[config.mk]
export PLATFORM = sky130hd
export DESIGN_NAME = ascon_arb_flat
export DESIGN_NICKNAME = d
export VERILOG_FILES = /design/src/rtl/ascon_arb_if.sv /design/src/rtl/ascon_arb.sv /design/src/flat_wrapper.sv
export SDC_FILE = /design/constraint.sdc
export NUM_CORES = 1
export LEC_CHECK = 0
export ABC_AREA = 1
export CAP_MARGIN = 30
export CELL_PAD_IN_SITES_DETAIL_PLACEMENT = 0
export CELL_PAD_IN_SITES_GLOBAL_PLACEMENT = 2
export CORE_AREA = 2 2 129 131
export DETAILED_ROUTE_END_ITERATION = 10
export DIE_AREA = 0 0 131 133
export PLACE_DENSITY = 0.95
export SETUP_SLACK_MARGIN = 0.4
export SLEW_MARGIN = 25
export SYNTH_ARGS = -nofsm -noshare
export SYNTH_HDL_FRONTEND = slang
export SYNTH_SLANG_ARGS = --single-unit
[constraint.sdc]
create_clock -name clk -period 1.51 [get_ports clk]
set_input_delay 0.151 -clock clk [delete_from_list [all_inputs] [get_ports clk]]
set_output_delay 0.151 -clock clk [all_outputs]
set_load 0.01 [all_outputs]
[src/rtl/ascon_arb_if.sv]
// Bus bundle between two Ascon requesters, the arbiter and the shared core.
// Ports: r_* requester-side streams, c_* core-side streams; master = arbiter.
interface ascon_arb_if #(
   parameter int CCW  = 32,
   parameter int CCSW = 32
);
   // requester side
   logic [1:0]           r_req;
   logic [1:0][3:0]      r_mode;
   logic [1:0][CCSW-1:0] r_key;
   logic [1:0]           r_key_valid;
   logic [1:0]           r_key_ready;
   logic [1:0][CCW-1:0]  r_bdi;
   logic [1:0][3:0]      r_bdi_valid;
   logic [1:0]           r_bdi_ready;
   logic [1:0][3:0]      r_bdi_type;
   logic [1:0]           r_bdi_eot;
   logic [1:0]           r_bdi_eoi;
   logic [1:0]           r_bdo_valid;
   logic [1:0]           r_bdo_ready;
   logic [CCW-1:0]       r_bdo;
   logic [3:0]           r_bdo_type;
   logic                 r_bdo_eot;
   logic                 r_auth;
   logic [1:0]           r_auth_valid;
   logic [1:0]           r_done;
   logic [1:0]           r_gnt;
   // core side
   logic [3:0]           c_mode;
   logic [CCSW-1:0]      c_key;
   logic                 c_key_valid;
   logic                 c_key_ready;
   logic [CCW-1:0]       c_bdi;
   logic [3:0]           c_bdi_valid;
   logic                 c_bdi_ready;
   logic [3:0]           c_bdi_type;
   logic                 c_bdi_eot;
   logic                 c_bdi_eoi;
   logic                 c_bdo_ready;
   logic [CCW-1:0]       c_bdo;
   logic                 c_bdo_valid;
   logic [3:0]           c_bdo_type;
   logic                 c_bdo_eot;
   logic                 c_auth;
   logic                 c_auth_valid;
   logic                 c_done;

   modport master (
      input  r_req, r_mode, r_key, r_key_valid, r_bdi, r_bdi_valid,
      input  r_bdi_type, r_bdi_eot, r_bdi_eoi, r_bdo_ready,
      input  c_key_ready, c_bdi_ready, c_bdo, c_bdo_valid, c_bdo_type,
      input  c_bdo_eot, c_auth, c_auth_valid, c_done,
      output r_key_ready, r_bdi_ready, r_bdo_valid, r_bdo, r_bdo_type,
      output r_bdo_eot, r_auth, r_auth_valid, r_done, r_gnt,
      output c_mode, c_key, c_key_valid, c_bdi, c_bdi_valid, c_bdi_type,
      output c_bdi_eot, c_bdi_eoi, c_bdo_ready
   );

   modport slave (
      output r_req, r_mode, r_key, r_key_valid, r_bdi, r_bdi_valid,
      output r_bdi_type, r_bdi_eot, r_bdi_eoi, r_bdo_ready,
      output c_key_ready, c_bdi_ready, c_bdo, c_bdo_valid, c_bdo_type,
      output c_bdo_eot, c_auth, c_auth_valid, c_done,
      input  r_key_ready, r_bdi_ready, r_bdo_valid, r_bdo, r_bdo_type,
      input  r_bdo_eot, r_auth, r_auth_valid, r_done, r_gnt,
      input  c_mode, c_key, c_key_valid, c_bdi, c_bdi_valid, c_bdi_type,
      input  c_bdi_eot, c_bdi_eoi, c_bdo_ready
   );
endinterface

[src/rtl/ascon_arb.sv]
// Two-requester round-robin arbiter in front of one shared ascon_core.
// Ports: clk, rst (sync, active high), bus (ascon_arb_if.master).
module ascon_arb #(
   parameter int CCW  = 32,
   parameter int CCSW = 32
) (
   input  logic          clk,
   input  logic          rst,
   ascon_arb_if.master   bus
);

   localparam logic [1:0] ST_IDLE  = 2'd0;
   localparam logic [1:0] ST_START = 2'd1;
   localparam logic [1:0] ST_BUSY  = 2'd2;
   localparam logic [1:0] ST_REL   = 2'd3;

   logic [1:0]      r_state;
   logic            r_owner;
   logic            r_last;

   logic [1:0]      w_elig;
   logic            w_act;
   logic [CCSW-1:0] w_key;
   logic [CCW-1:0]  w_bdi;

   assign w_elig[0] = bus.r_req[0] & (bus.r_mode[0] != 4'd0);
   assign w_elig[1] = bus.r_req[1] & (bus.r_mode[1] != 4'd0);
   assign w_act     = (r_state != ST_IDLE);
   assign w_key     = bus.r_key[r_owner];
   assign w_bdi     = bus.r_bdi[r_owner];

   always_ff @(posedge clk) begin
      if (rst) begin
         r_state <= ST_IDLE;
         r_owner <= 1'b0;
         r_last  <= 1'b1;
      end else begin
         unique case (r_state)
            ST_IDLE: begin
               if (|w_elig) begin
                  r_state <= ST_START;
                  // on a tie the requester not served last wins
                  r_owner <= (&w_elig) ? ~r_last : w_elig[1];
               end
            end
            ST_START: r_state <= ST_BUSY;
            ST_BUSY: begin
               if (bus.c_done) r_state <= ST_REL;
            end
            ST_REL: begin
               r_last  <= r_owner;
               r_state <= ST_IDLE;
            end
         endcase
      end
   end

   always_comb begin
      bus.c_mode       = 4'd0;
      bus.c_key        = '0;
      bus.c_key_valid  = 1'b0;
      bus.c_bdi        = '0;
      bus.c_bdi_valid  = 4'd0;
      bus.c_bdi_type   = 4'd0;
      bus.c_bdi_eot    = 1'b0;
      bus.c_bdi_eoi    = 1'b0;
      bus.c_bdo_ready  = 1'b0;
      bus.r_key_ready  = 2'b00;
      bus.r_bdi_ready  = 2'b00;
      bus.r_bdo_valid  = 2'b00;
      bus.r_gnt        = 2'b00;
      bus.r_done       = 2'b00;
      bus.r_auth_valid = 2'b00;
      if (w_act) begin
         bus.c_key                = w_key;
         bus.c_key_valid          = bus.r_key_valid[r_owner];
         bus.c_bdi                = w_bdi;
         bus.c_bdi_valid          = bus.r_bdi_valid[r_owner];
         bus.c_bdi_type           = bus.r_bdi_type[r_owner];
         bus.c_bdi_eot            = bus.r_bdi_eot[r_owner];
         bus.c_bdi_eoi            = bus.r_bdi_eoi[r_owner];
         bus.c_bdo_ready          = bus.r_bdo_ready[r_owner];
         bus.r_key_ready[r_owner] = bus.c_key_ready;
         bus.r_bdi_ready[r_owner] = bus.c_bdi_ready;
         bus.r_bdo_valid[r_owner] = bus.c_bdo_valid;
         bus.r_gnt[r_owner]       = 1'b1;
      end
      // mode is a one-cycle start strobe so the core never relaunches
      if (r_state == ST_START) bus.c_mode = bus.r_mode[r_owner];
      if (r_state == ST_REL) begin
         bus.r_done[r_owner]       = 1'b1;
         bus.r_auth_valid[r_owner] = bus.c_auth_valid;
      end
   end

   assign bus.r_bdo      = bus.c_bdo;
   assign bus.r_bdo_type = bus.c_bdo_type;
   assign bus.r_bdo_eot  = bus.c_bdo_eot;
   assign bus.r_auth     = bus.c_auth;

endmodule

[src/flat_wrapper.sv]
// flat-port wrapper written by rule: the top's interface ports become plain ports
module ascon_arb_flat 
#(
   parameter int CCW  = 32,
   parameter int CCSW = 32
)
  (clk, rst, bus_r_req, bus_r_mode, bus_r_key, bus_r_key_valid, bus_r_bdi, bus_r_bdi_valid, bus_r_bdi_type, bus_r_bdi_eot, bus_r_bdi_eoi, bus_r_bdo_ready, bus_c_key_ready, bus_c_bdi_ready, bus_c_bdo, bus_c_bdo_valid, bus_c_bdo_type, bus_c_bdo_eot, bus_c_auth, bus_c_auth_valid, bus_c_done, bus_r_key_ready, bus_r_bdi_ready, bus_r_bdo_valid, bus_r_bdo, bus_r_bdo_type, bus_r_bdo_eot, bus_r_auth, bus_r_auth_valid, bus_r_done, bus_r_gnt, bus_c_mode, bus_c_key, bus_c_key_valid, bus_c_bdi, bus_c_bdi_valid, bus_c_bdi_type, bus_c_bdi_eot, bus_c_bdi_eoi, bus_c_bdo_ready);
  ascon_arb_if #(.CCW(CCW), .CCSW(CCSW)) bus_i ();
  input  logic clk;
  input  logic rst;
  input wire logic [$bits(bus_i.r_req)-1:0] bus_r_req;
  input wire logic [$bits(bus_i.r_mode)-1:0] bus_r_mode;
  input wire logic [$bits(bus_i.r_key)-1:0] bus_r_key;
  input wire logic [$bits(bus_i.r_key_valid)-1:0] bus_r_key_valid;
  input wire logic [$bits(bus_i.r_bdi)-1:0] bus_r_bdi;
  input wire logic [$bits(bus_i.r_bdi_valid)-1:0] bus_r_bdi_valid;
  input wire logic [$bits(bus_i.r_bdi_type)-1:0] bus_r_bdi_type;
  input wire logic [$bits(bus_i.r_bdi_eot)-1:0] bus_r_bdi_eot;
  input wire logic [$bits(bus_i.r_bdi_eoi)-1:0] bus_r_bdi_eoi;
  input wire logic [$bits(bus_i.r_bdo_ready)-1:0] bus_r_bdo_ready;
  input wire logic [$bits(bus_i.c_key_ready)-1:0] bus_c_key_ready;
  input wire logic [$bits(bus_i.c_bdi_ready)-1:0] bus_c_bdi_ready;
  input wire logic [$bits(bus_i.c_bdo)-1:0] bus_c_bdo;
  input wire logic [$bits(bus_i.c_bdo_valid)-1:0] bus_c_bdo_valid;
  input wire logic [$bits(bus_i.c_bdo_type)-1:0] bus_c_bdo_type;
  input wire logic [$bits(bus_i.c_bdo_eot)-1:0] bus_c_bdo_eot;
  input wire logic [$bits(bus_i.c_auth)-1:0] bus_c_auth;
  input wire logic [$bits(bus_i.c_auth_valid)-1:0] bus_c_auth_valid;
  input wire logic [$bits(bus_i.c_done)-1:0] bus_c_done;
  output wire logic [$bits(bus_i.r_key_ready)-1:0] bus_r_key_ready;
  output wire logic [$bits(bus_i.r_bdi_ready)-1:0] bus_r_bdi_ready;
  output wire logic [$bits(bus_i.r_bdo_valid)-1:0] bus_r_bdo_valid;
  output wire logic [$bits(bus_i.r_bdo)-1:0] bus_r_bdo;
  output wire logic [$bits(bus_i.r_bdo_type)-1:0] bus_r_bdo_type;
  output wire logic [$bits(bus_i.r_bdo_eot)-1:0] bus_r_bdo_eot;
  output wire logic [$bits(bus_i.r_auth)-1:0] bus_r_auth;
  output wire logic [$bits(bus_i.r_auth_valid)-1:0] bus_r_auth_valid;
  output wire logic [$bits(bus_i.r_done)-1:0] bus_r_done;
  output wire logic [$bits(bus_i.r_gnt)-1:0] bus_r_gnt;
  output wire logic [$bits(bus_i.c_mode)-1:0] bus_c_mode;
  output wire logic [$bits(bus_i.c_key)-1:0] bus_c_key;
  output wire logic [$bits(bus_i.c_key_valid)-1:0] bus_c_key_valid;
  output wire logic [$bits(bus_i.c_bdi)-1:0] bus_c_bdi;
  output wire logic [$bits(bus_i.c_bdi_valid)-1:0] bus_c_bdi_valid;
  output wire logic [$bits(bus_i.c_bdi_type)-1:0] bus_c_bdi_type;
  output wire logic [$bits(bus_i.c_bdi_eot)-1:0] bus_c_bdi_eot;
  output wire logic [$bits(bus_i.c_bdi_eoi)-1:0] bus_c_bdi_eoi;
  output wire logic [$bits(bus_i.c_bdo_ready)-1:0] bus_c_bdo_ready;
  assign bus_i.r_req = bus_r_req;
  assign bus_i.r_mode = bus_r_mode;
  assign bus_i.r_key = bus_r_key;
  assign bus_i.r_key_valid = bus_r_key_valid;
  assign bus_i.r_bdi = bus_r_bdi;
  assign bus_i.r_bdi_valid = bus_r_bdi_valid;
  assign bus_i.r_bdi_type = bus_r_bdi_type;
  assign bus_i.r_bdi_eot = bus_r_bdi_eot;
  assign bus_i.r_bdi_eoi = bus_r_bdi_eoi;
  assign bus_i.r_bdo_ready = bus_r_bdo_ready;
  assign bus_i.c_key_ready = bus_c_key_ready;
  assign bus_i.c_bdi_ready = bus_c_bdi_ready;
  assign bus_i.c_bdo = bus_c_bdo;
  assign bus_i.c_bdo_valid = bus_c_bdo_valid;
  assign bus_i.c_bdo_type = bus_c_bdo_type;
  assign bus_i.c_bdo_eot = bus_c_bdo_eot;
  assign bus_i.c_auth = bus_c_auth;
  assign bus_i.c_auth_valid = bus_c_auth_valid;
  assign bus_i.c_done = bus_c_done;
  assign bus_r_key_ready = bus_i.r_key_ready;
  assign bus_r_bdi_ready = bus_i.r_bdi_ready;
  assign bus_r_bdo_valid = bus_i.r_bdo_valid;
  assign bus_r_bdo = bus_i.r_bdo;
  assign bus_r_bdo_type = bus_i.r_bdo_type;
  assign bus_r_bdo_eot = bus_i.r_bdo_eot;
  assign bus_r_auth = bus_i.r_auth;
  assign bus_r_auth_valid = bus_i.r_auth_valid;
  assign bus_r_done = bus_i.r_done;
  assign bus_r_gnt = bus_i.r_gnt;
  assign bus_c_mode = bus_i.c_mode;
  assign bus_c_key = bus_i.c_key;
  assign bus_c_key_valid = bus_i.c_key_valid;
  assign bus_c_bdi = bus_i.c_bdi;
  assign bus_c_bdi_valid = bus_i.c_bdi_valid;
  assign bus_c_bdi_type = bus_i.c_bdi_type;
  assign bus_c_bdi_eot = bus_i.c_bdi_eot;
  assign bus_c_bdi_eoi = bus_i.c_bdi_eoi;
  assign bus_c_bdo_ready = bus_i.c_bdo_ready;
  ascon_arb #(.CCW(CCW), .CCSW(CCSW)) u_core (.clk(clk), .rst(rst), .bus(bus_i));
endmodule
==> impl_metrics.json, run 1 <==
{
  "fmax_mhz": 567,
  "postCtsHoldBufs": 0,
  "antenna_found_initial": 1,
  "gp_congestion": 0.767,
  "arrival_ps": 1610,
  "seq_area_frac_synth": 0.0538,
  "combPwrFrac": 0.914,
  "relSlewSlack": 0.885,
  "start_kind": "flip-flop",
  "fin_crit_sh": 1.17,
  "yosys_warnings": 0,
  "power.density_nw_per_um2": 1480,
  "fin_ws_ps": -252,
  "r2r_slack_ps": 20,
  "synth_mux_area_frac": 0,
  "syn_nets": 419,
  "wl_per_cell_um": 19.2,
  "seqPwrFrac": 0.026,
  "syn_avg_cell_area_um2": 7.19,
  "drtIter0Drc": 77,
  "outcome": "complete, but fails checks",
  "cts.path.max_buffers": 2,
  "syn_area_um2": 1490,
  "power_leakage_nw": 2.14,
  "design_area_um2": 4750,
  "p_switching_mw": 2.88,
  "finClkSkew_ps": 1.00,
  "failed_checks": "setup timing",
  "dieHeight_um": 133,
  "tightest_slew_ps": 172,
  "p_int_mw": 4.16,
  "num_rows": 47,
  "area.growth.synth_to_final_pct": 219,
  "period_needed_ps": 1760,
  "ant_nets": 0,
  "core_um2": 16200,
  "maxCapViolations": 0,
  "grt_start_max_net_pins": 18,
  "p_clk_frac": 0.060,
  "die_area_um2": 17400,
  "clock_sinks": 4,
  "cts-buffers-inserted": 3,
  "hold_viol": 0,
  "critPathRequiredTime_ps": 1360,
  "clk_pin_slew_ps": 30,
  "post-place-ws_ps": -378,
  "slew_violations": 0,
  "ys_ff_latch": 4,
  "rsz0062_at_grt": "yes",
  "worst-setup-path-type": "reg2out",
  "dr_total_vias": 2681,
  "drive_gt1_frac": 0.402,
  "reg2reg_depth": 11,
  "grt_use_total": 0.134,
  "synthSimpleGateAreaFrac": 0.130,
  "whs_ps": 302,
  "nets": 687,
  "root_buffer": "clkbuf_16",
  "route.detailed.drc": 0,
  "globalRouteOverflowTotal": 0,
  "synth_xor_area_frac": 0,
  "synth-compound-area-share": 0.468,
  "firstDrtPassIters": 7,
  "floorplan.initialDensity": 0.0920,
  "synthAdderAreaFrac": 0.0421,
  "place_area_um2": 4160,
  "ir_worst_vdd_mv": 0.578,
  "hold_depth": 0,
  "grt_pass1_wl_mm": 17.1,
  "hold_class": "in2out",
  "final_cells": 693,
  "crit_path_end_kind": "output pin",
  "cts_tree": "built",
  "htreeDepth": 1,
  "netlist_instances": 207,
  "place_hpwl_mm": 8.75,
  "switching_share": 0.409,
  "synth_cell_type_count": 15,
  "diodes": 0,
  "cp_max_fo": 6,
  "synth_top_family_by_area": "compound AO/OA/AOI/OAI gates",
  "grt_pass1_vias": 2721,
  "ios": 337,
  "dp_cells": 644,
  "insertion_delay_ps": 230,
  "setup_viol": 88,
  "drt-total-wl_mm": 13.3,
  "dieWidth_um": 131,
  "placement.io_buffers": 260,
  "viasPerCell": 3.87
}
[cells by family (layout without fill, tap and decap cells)]
logic type / count (synthesis) / in the layout
buffers and inverters: 71 / 337
AOI/OAI and AO/OA: 82 / 82
adders and majority gates: 5 / 5
and+or+nand+nor: 45 / 45
DFF: 4 / 4
[cell usage in the layout (no fill, tap or decap), types with 3 or more instances in the layout]
master,n
o21ai_2,4
dfxtp_2,3
inv_2,5
nand2_1,10
buf_8,5
inv_1,8
ha_4,5
buf_16,12
clkbuf_16,7
buf_6,21
buf_2,83
a22o_1,76
nor2_1,14
clkdlybuf4s50_1,168
nor2_2,4
nor2_4,8
buf_4,17
nand3_1,4
buf_12,8
[critical path, stage by stage (launching register included)]
cell	delay [ps]
dfxtp_2	320
inv_2	70
ha_4	170
nor2_4	40
buf_8	140
buf_12	130
buf_16	130
a22o_1	230
buf_2	150
[power groups by stage]
stage	sequential, mW	clock (mW)	combinational [mW]
detailed placement	0.180	0	4.92
finish	0.181	0.422	6.43
global placement	0.177	0	4.84
CTS	0.178	0.430	6.10
global route	0.186	0.435	6.86
floorplan	0.175	0	2.37
[flip-flops by register name, summed over array words and instances (netlist names)]
register,count
u_core.r_last,1
u_core.r_owner,1
u_core.r_state,2
[path summary, 6_finish.rpt]
path,start,end
min reg2reg,u_core.r_last,u_core.r_last
min,bus_c_bdo[27],bus_r_bdo[27]
max reg2reg,u_core.r_state[0],u_core.r_owner
max,u_core.r_state[0],bus_c_bdi[18]
[metal layers]
layer	vias to the layer above	wire length, µm	GRT usage	part of all wire
li1	1266	-	-	-
met1	1211	5440	0.172	0.41
met2	172	6210	0.223	0.47
met3	30	1290	0.0291	0.097
met4	2	352	0.0390	0.026
met5	-	13	0	0.00098
[cell usage after synthesis]
master / count / area share
nor2_4: 2 / 0.015
inv_2: 2 / 0.0050
nand3_1: 6 / 0.020
a21oi_1: 2 / 0.0067
nor3_1: 1 / 0.0034
buf_2: 11 / 0.037
ha_1: 5 / 0.042
a22o_1: 76 / 0.45
nor2_1: 24 / 0.061
nand2_1: 12 / 0.030
dfxtp_1: 4 / 0.054
inv_1: 14 / 0.035
buf_4: 41 / 0.21
buf_6: 3 / 0.023
o21ai_0: 4 / 0.013
[cell type report]
type                            instances  area, µm²
Multi-Input combinational cell        132       1110
Inverter                               16       77.6
Tap cell                              220        275
Timing Repair Buffer                  318       3130
Clock buffer                            3       75.1
Fill cell                            1729      11400
Sequential cell                         4       83.8
[what timing repair did]
item,in CTS,in global routing
setup endpoints to repair,95,96
resized for setup,423,27
buffers inserted,23,7
pin swaps,9,12
gates cloned,12,4
[through the flow]
step | setup TNS (ps) | utilization | power [mW]
after global placement | -24010 | 0.257 | 5.01
after global routing | -21370 | 0.294 | 7.48
after detailed placement | -26330 | 0.257 | 5.10
after CTS | -17240 | 0.283 | 6.71
final | -17370 | 0.294 | 7.03
after floorplan | 0 | - | 2.55
(Power assumes the default switching activity.)
==> run 2: changes to the inputs <==
--- a/config.mk
+++ b/config.mk
@@ -12,6 +12,7 @@
 export CORE_AREA = 2 2 129 131
 export DETAILED_ROUTE_END_ITERATION = 10
 export DIE_AREA = 0 0 131 133
+export GPL_ROUTABILITY_DRIVEN = 0
 export PLACE_DENSITY = 0.95
 export SETUP_SLACK_MARGIN = 0.4
 export SLEW_MARGIN = 25
==> results of run 2 <==
No change in the layout: final DEF, timing and power equal those of run 1.
